`src/rtl/rx_control.sv`:
```
// Receive controller: writes MAC bytes into the data buffer and pushes one
// {bad, length} word per frame into the length buffer, with frame statistics.
module rx_control #(
    parameter int unsigned MIN_LEN = 60,
    parameter int unsigned MAX_LEN = 1518,
    parameter int unsigned CNT_W   = 16
) (
    input  logic             clk,
    input  logic             rst,
    input  logic [7:0]       rx_data,
    input  logic             rx_data_valid,
    input  logic             rx_last_byte,
    input  logic             rx_error,
    input  logic             full_buff,
    input  logic             full_len_buff,
    output logic [7:0]       buf_data,
    output logic             buf_wr,
    output logic [16:0]      len_data,
    output logic             len_wr,
    output logic             rx_frame,
    output logic [CNT_W-1:0] good_frames,
    output logic [CNT_W-1:0] dropped_frames
);

    localparam int unsigned LEN_W  = 16;
    localparam int unsigned BYTE_W = 8;

    typedef enum logic [3:0] {
        S_IDLE   = 4'b0001,
        S_RECV   = 4'b0010,
        S_DROP   = 4'b0100,
        S_COMMIT = 4'b1000
    } state_t;

    state_t             state_q;
    state_t             state_d;
    logic [LEN_W-1:0]   count_q;
    logic [LEN_W-1:0]   count_d;
    logic               bad_q;
    logic               bad_d;
    logic               start_drop;
    logic               frame_bad;
    logic               buf_wr_d;
    logic [BYTE_W-1:0]  buf_data_d;
    logic               len_wr_d;
    logic [LEN_W:0]     len_data_d;
    logic               rx_frame_d;
    logic [CNT_W-1:0]   good_d;
    logic [CNT_W-1:0]   dropped_d;
    logic               any_full_c;
    logic               trunc_c;

    assign any_full_c = full_buff | full_len_buff;
    assign trunc_c    = full_buff | (count_q == LEN_W'(MAX_LEN));

    always_ff @(posedge clk or negedge rst) begin
        if (!rst) begin
            state_q <= S_IDLE;
        end else begin
            state_q <= state_d;
        end
    end

    // COMMIT lasts one cycle but accepts a new first byte, so it shares IDLE's start rules.
    always_comb begin
        state_d = state_q;
        case (state_q)
            S_IDLE, S_COMMIT: begin
                state_d = S_IDLE;
                if (rx_data_valid) begin
                    if (any_full_c) begin
                        state_d = rx_last_byte ? S_IDLE : S_DROP;
                    end else begin
                        state_d = rx_last_byte ? S_COMMIT : S_RECV;
                    end
                end
            end
            S_RECV: begin
                if (rx_data_valid) begin
                    if (rx_last_byte) begin
                        state_d = S_COMMIT;
                    end else if (trunc_c) begin
                        state_d = S_DROP;
                    end
                end
            end
            S_DROP: begin
                if (rx_data_valid && rx_last_byte) begin
                    state_d = (count_q != '0) ? S_COMMIT : S_IDLE;
                end
            end
            default: state_d = S_IDLE;
        endcase
    end

    always_comb begin
        count_d    = count_q;
        bad_d      = bad_q;
        start_drop = 1'b0;
        buf_wr_d   = 1'b0;
        buf_data_d = buf_data;
        case (state_q)
            S_IDLE, S_COMMIT: begin
                if (state_q == S_COMMIT) begin
                    count_d = '0;
                    bad_d   = 1'b0;
                end
                if (rx_data_valid) begin
                    if (any_full_c) begin
                        start_drop = 1'b1;
                    end else begin
                        buf_wr_d   = 1'b1;
                        buf_data_d = rx_data;
                        count_d    = LEN_W'(1);
                        bad_d      = rx_error;
                    end
                end
            end
            S_RECV: begin
                if (rx_data_valid) begin
                    if (trunc_c) begin
                        bad_d = 1'b1;
                    end else begin
                        buf_wr_d   = 1'b1;
                        buf_data_d = rx_data;
                        count_d    = count_q + LEN_W'(1);
                        bad_d      = bad_q | rx_error;
                    end
                end
            end
            S_DROP: begin
            end
            default: begin
                count_d = '0;
                bad_d   = 1'b0;
            end
        endcase

        // Length word and statistics are registered on entry so they appear with len_wr.
        len_wr_d   = (state_d == S_COMMIT);
        frame_bad  = bad_d | (count_d < LEN_W'(MIN_LEN));
        len_data_d = len_wr_d ? {frame_bad, count_d} : len_data;
        rx_frame_d = (state_d == S_RECV) || (state_d == S_DROP);
        good_d     = good_frames;
        dropped_d  = dropped_frames;
        if (len_wr_d && !frame_bad) begin
            good_d = good_frames + CNT_W'(1);
        end else if (len_wr_d || start_drop) begin
            dropped_d = dropped_frames + CNT_W'(1);
        end
    end

    always_ff @(posedge clk or negedge rst) begin
        if (!rst) begin
            count_q        <= '0;
            bad_q          <= 1'b0;
            buf_wr         <= 1'b0;
            buf_data       <= '0;
            len_wr         <= 1'b0;
            len_data       <= '0;
            rx_frame       <= 1'b0;
            good_frames    <= '0;
            dropped_frames <= '0;
        end else begin
            count_q        <= count_d;
            bad_q          <= bad_d;
            buf_wr         <= buf_wr_d;
            buf_data       <= buf_data_d;
            len_wr         <= len_wr_d;
            len_data       <= len_data_d;
            rx_frame       <= rx_frame_d;
            good_frames    <= good_d;
            dropped_frames <= dropped_d;
        end
    end

endmodule

```
`config.mk`:
```
export PLATFORM = sky130hd
export DESIGN_NAME = rx_control
export DESIGN_NICKNAME = d
export VERILOG_FILES = /design/src/rtl/rx_control.sv
export SDC_FILE = /design/constraint.sdc
export NUM_CORES = 1
export LEC_CHECK = 0
export ABC_AREA = 1
export BUFFER_PORTS_ARGS = -buffer_cell sky130_fd_sc_hd__buf_2
export CORE_ASPECT_RATIO = 0.5
export CORE_MARGIN = 2
export CORE_UTILIZATION = 45
export DETAILED_ROUTE_END_ITERATION = 16
export PLACE_DENSITY = 0.72
export SLEW_MARGIN = 20
export SYNTH_ARGS = -nofsm -noshare
export SYNTH_HDL_FRONTEND = slang
export SYNTH_SLANG_ARGS = --single-unit
export TNS_END_PERCENT = 20
```
`constraint.sdc`:
```
create_clock -name clk -period 3.07 [get_ports clk]
set_clock_uncertainty 0.05 [all_clocks]
set_input_delay 0.4605 -clock clk [delete_from_list [all_inputs] [get_ports clk]]
set_output_delay 0.4605 -clock clk [all_outputs]
set_load 0.01 [all_outputs]
```
; After elaboration in Yosys (flattened, before gate mapping)
; Index checks and enable logic that the tools add are counted.
[totals]
word_cells = 76
mem_bits_ro = 0
mem_bits_rw = 0
out_inout_bits = 60
latch_bits = 0
n_memories = 0
ff_bits = 81
inputBits = 15
[classes]
mux = 35
n_shift = 0
n_reduce_logical = 10
bitwise = 5
n_eq_ne = 12
div_mod_pow = 0
order_cmp = 1
add_sub_neg = 3
n_mul = 0
[ops]
columns = cell, count
row1 = two-way mux 16 bit, 5
row2 = "adder 16 x 1 -> 16 bit, second input constant", 3
row3 = case mux 16 bit (3 select lines), 1
row4 = two-way mux 4 bit, 8
row5 = two-way mux 8 bit, 4
row6 = "equality test 16 x 11 -> 1 bit, second input constant", 1
row7 = "< comparator 16 x 6 -> 1 bit, second input constant", 1
row8 = case mux 8 bit (2 select lines), 1
row9 = nonzero test 16 bit, 1
row10 = two-way mux 1 bit, 12
row11 = case mux 4 bit (3 select lines), 1
row12 = "equality test 4 x 2 -> 1 bit, second input constant", 2
row13 = "equality test 4 x 3 -> 1 bit, second input constant", 2
row14 = "equality test 4 bit, second input constant", 2
row15 = "!= test 2 bit, second input constant", 4
row16 = AND reduction 5 bit, 1
row17 = "equality test 4 x 1 -> 1 bit, second input constant", 1
row18 = OR 1 bit, 4
row19 = two-way mux 3 bit, 1
row20 = case mux 1 bit (3 select lines), 1
row21 = logical AND 1 bit, 2
row22 = logical OR 1 bit, 2
row23 = case mux 1 bit (2 select lines), 1
row24 = AND reduction 2 bit, 1
row25 = other kinds (4), 4

; Logic depth before layout (Yosys ltp)
[depth]
word_depth = 11
ltp_mapped = 20
depth_no_buf = 18

; Least setup slack after synthesis
; Ideal clock, no wire load.
[synth_timing]
kind = register to register
start = reg count_q[0]
end = reg dropped_frames[10]
arrival_ps = 2175
slack_ps = 728
required_ps = 2903
stages_incl_launch_ff = 19
setup_time_ps = 117
n_path_buf = 2
synth_period_minus_slack_ps = 2342
cell_sequence = dfrtp_1 > inv_1 > ha_1 > nand3_1 > nor2_2 > nand2_4 > nand3_2 > buf_6 > o21ai_1 > inv_2 > a21oi_2 > nand2_2 > nor2_4 > nand3_4 > nand2_4 > nand2_2 > buf_2 > nand2_1 > nand2_1
[synth_between]
elab_chain_len = 11
word_cells_on_any_way = 27
cone_classes = 1 x add/sub / 1 x order compare / 2 x eq/ne / 15 x mux / 3 x bitwise / 5 x reduce/logical
[synth_lines]
columns = item, line_no
row1 = "start, declared", 37  ; logic [LEN_W-1:0] count_q;
row2 = "start signal, assigned", 165  ; count_q <= count_d;
row3 = "parallel branches: the longest is 10 deep, another holds adder 16 x 1 -> 16 bit", --
row4 = AND reduction 2 bit (no line) *, --
row5 = "end signal, assigned", 173  ; dropped_frames <= dropped_d;
row6 = "end, declared", 22  ; output logic [CNT_W-1:0] dropped_frames
; Every way passes the cells marked *.
; A chain may end at the register's enable or synchronous reset.

; Worst setup path in the final report
[layout_timing]
start = reg count_q[1]
end = reg dropped_frames[3]
; The elaborated chain is that of the path after synthesis.

==> flow_summary_export.csv <==
group,metric,value,unit
timing,slew_headroom,0.515,
floorplanning,pin_count,75,
clock_tree,cts.sinks,81,
setup_path,worstSetupStartpoint,"count_q[1]$_DFF_PN0_",
pwr,power.leakage,2.99,nW
yosys,synth_top_area_share,0.431,
layout,fin_nets,717,
clock_tree,cts_tree,"built",
clock_tree,cts_inserted_buffers,9,
yosys,synth_edf_count,0,
yosys,async_flop_share,1.00,
grt,grt_start_max_net_pins,82,
setup_path,ff2ff_path_depth,18,
floorplanning,dieHeight,75.8,um
pwr,pwr-share-clk,0.356,
yosys,syn_inst,614,
timing,fmax,361,MHz
timing,setup_tns,0,ps
yosys,syn_area,4640,um2
setup_path,reg2reg_from,"count_q[1]$_DFF_PN0_",
floorplanning,start_util,0.459,
timing,hold_violations,0,
timing,period_minus_slack,2770,ps
job,cap_violations,0,
grt,grt_pass1_vias,3977,
drt,final_antenna_net_count,0,
drt,first_iter_violations,340,
pwr,p_int,0.00227,W
floorplanning,die_area,11200,um2
pwr,combPwrFrac,0.246,
grt,antenna_found_initial,0,
timing,setup_viol,0,
pwr,p_sw_frac,0.324,
drt,routed_wl,11.7,mm
timing,worst_slew_pin_slew,727,ps
setup_path,cp.required,3240,ps
placement,gp_congestion,0.932,
yosys,yosys_warnings,0,
timing,rsz0062_at_grt,"false",
setup_path,critPathLaunchType,"register",
drt,dr_total_vias,4271,
floorplanning,core,10100,um2
floorplanning,rows,26,
status,outcome,"finished clean",
pwr,vdd_drop_max,282,uV
yosys,syn_nets,634,
timing,post-route-period-util,0.902,
placement,dp_hpwl,8.54,mm
layout,final_cells,842,
yosys,yosys.area.top_type,"dfrtp_1",
grt,overflow,0,
clock_tree,clk_latency,340,ps
placement,port_buffers,74,
drt,avgRoutedWirePerCell,13.9,um
pwr,netSwitchingPower,0.00109,W
clock_tree,post_cts_buffers,0,
drt,wl_met1,5.50,mm
clock_tree,cts_htree_levels,3,
setup_path,critPathKind,"reg2reg",
drt,drc,0,
timing,drv_slew,0,
yosys,ys_seq_area_frac,0.437,
pwr,pwr_density_cell,607,nW/um2
yosys,synth_seq_cells,81,
clock_tree,cts_root_buf,"clkbuf_16",
drt,route.met3.wl,688,um
clock_tree,ctsHoldBuffers,0,
clock_tree,clockBufferDepth,2,
layout,drive_gt1_frac,0.208,
drt,firstDrtPassIters,5,
drt,dr.max_layer_used,"met4",
hold_path,hold_class,"in2async",
layout,syn_to_final_growth,19.1,%
pwr,pwr-share-seq,0.398,
grt,grt_pass1_wl,19.3,mm
clock_tree,clkTransAtPathRegs,70,ps
yosys,ys_types,40,
yosys,ys.flop_type,"dfrtp_1",
yosys,synth.most_common_cell,"nand2_1",
grt,gr-usage-all-layers,0.217,
yosys,synthTopCellsByArea,"dfrtp_1, nand2_1, nand3_1, inv_1, nor2_1",
setup_path,crit_path_max_fanout,16,
drt,wl_met2,5.30,mm
placement,dp_cells,826,
yosys,postSynthAreaPerCell,7.56,um2
drt,post_drt_via_cell_ratio,5.07,
floorplanning,fp.dieW,148,um
layout,diodes,0,
yosys,synth_common_cells,"nand2_1, dfrtp_1, nand3_1",
setup_path,crit_arrival,2940,ps
setup_path,end_kind,"register",
==> final cells by class <==
cell class                 instances  area, um2
tap                              140        175
inverter                          70        263
timing repair buffer              88        482
clock buffer                      12        256
clock inverter                     4       73.8
fill                             973       4590
multi-input combinational        447       2250
sequential                        81       2030
==> stage by stage <==
step                instance area [um2]  power [W]   util  setup WS, ps  hold WS (ps)
floorplan                          4640    0.00185      -           728           115
finish                             5530    0.00335  0.547           301          93.2
detailed placement                 5170    0.00218  0.512           190           404
global route                       5530    0.00353  0.547          30.9           158
global placement                   5170    0.00216  0.512           212           400
CTS                                5510    0.00338  0.544           143           260
==> state kept, by name (all words and copies together) (netlist names) <==
name,cells
good_frames,16
rx_frame,1
state_q,4
bad_q,1
buf_data,8
len_data,17
buf_wr,1
dropped_frames,16
len_wr,1
count_q,16
==> worst max-delay path, cell delays in order, from the launching register on <==
cell	delay (ps)
dfrtp_1	440
ha_1	230
inv_1	60
nor2_2	160
nand2_1	160
nor2_1	200
nand3_1	90
nor2_1	100
nand2_1	60
nand2_1	50
nand2_1	50
nand2_1	110
nand3_1	100
nor2_2	140
nand3_4	100
nand2_4	130
nand2_2	220
nand2_1	140
nand2_1	60
==> kinds of logic after synthesis <==
logic type | synth area share
flip-flops | 0.437
AO/OA/AOI/OAI | 0.0639
buffers and inverters | 0.0841
XOR/XNOR | 0.0528
AND/OR/NAND/NOR | 0.349
adder cells (fa/ha/maj) | 0.0135
==> routing by layer <==
| layer | up-vias | track usage |
|---|---|---|
| met2 | 135 | 0.353 |
| met4 | 0 | 0.0769 |
| li1 | 2126 | - |
| met5 | - | 0 |
| met1 | 1988 | 0.292 |
| met3 | 22 | 0.0515 |
==> path summary, 6_finish.rpt <==
check                                           endpoint  slack, ps
setup / recovery           dropped_frames[3]$_DFFE_PN0P_        300
hold / removal             dropped_frames[8]$_DFFE_PN0P_         90
setup reg to reg           dropped_frames[3]$_DFFE_PN0P_        300
hold reg to reg                  buf_data[4]$_DFFE_PN0P_        420
max in group asynchronous        len_data[6]$_DFFE_PN0P_       2370
min in group clk                 buf_data[4]$_DFFE_PN0P_        270
==> layout by cell type, fill, tap and decap left out, types with 3 or more instances in the layout <==
master,count
nand3b_1,3
inv_1,57
buf_4,14
o21ai_0,25
xor2_1,14
a21oi_1,8
nand2_2,7
inv_2,13
buf_2,73
ha_1,5
nor2_2,4
nand3_1,68
dfrtp_1,80
xnor2_1,14
o211ai_1,4
nand2_4,3
nor2_4,5
nor3_1,14
nor2_1,50
clkbuf_16,9
nor4_1,3
nand4_1,6
nand2_1,190
o21ai_1,7
==> power by group through the flow <==
stage	clock network, W	registers [W]	logic, W
floorplan	0	0.00140	0.000444
global placement	0	0.00135	0.000809
detailed placement	0	0.00135	0.000825
CTS	0.00122	0.00134	0.000824
global route	0.00126	0.00136	0.000915
finish	0.00119	0.00134	0.000826
==> what timing repair did <==
item,CTS,global route
endpoints found under the hold margin,0,0
gates resized for setup,0,5
setup endpoints to repair,0,19
Power figures use the tool's default switching activity.
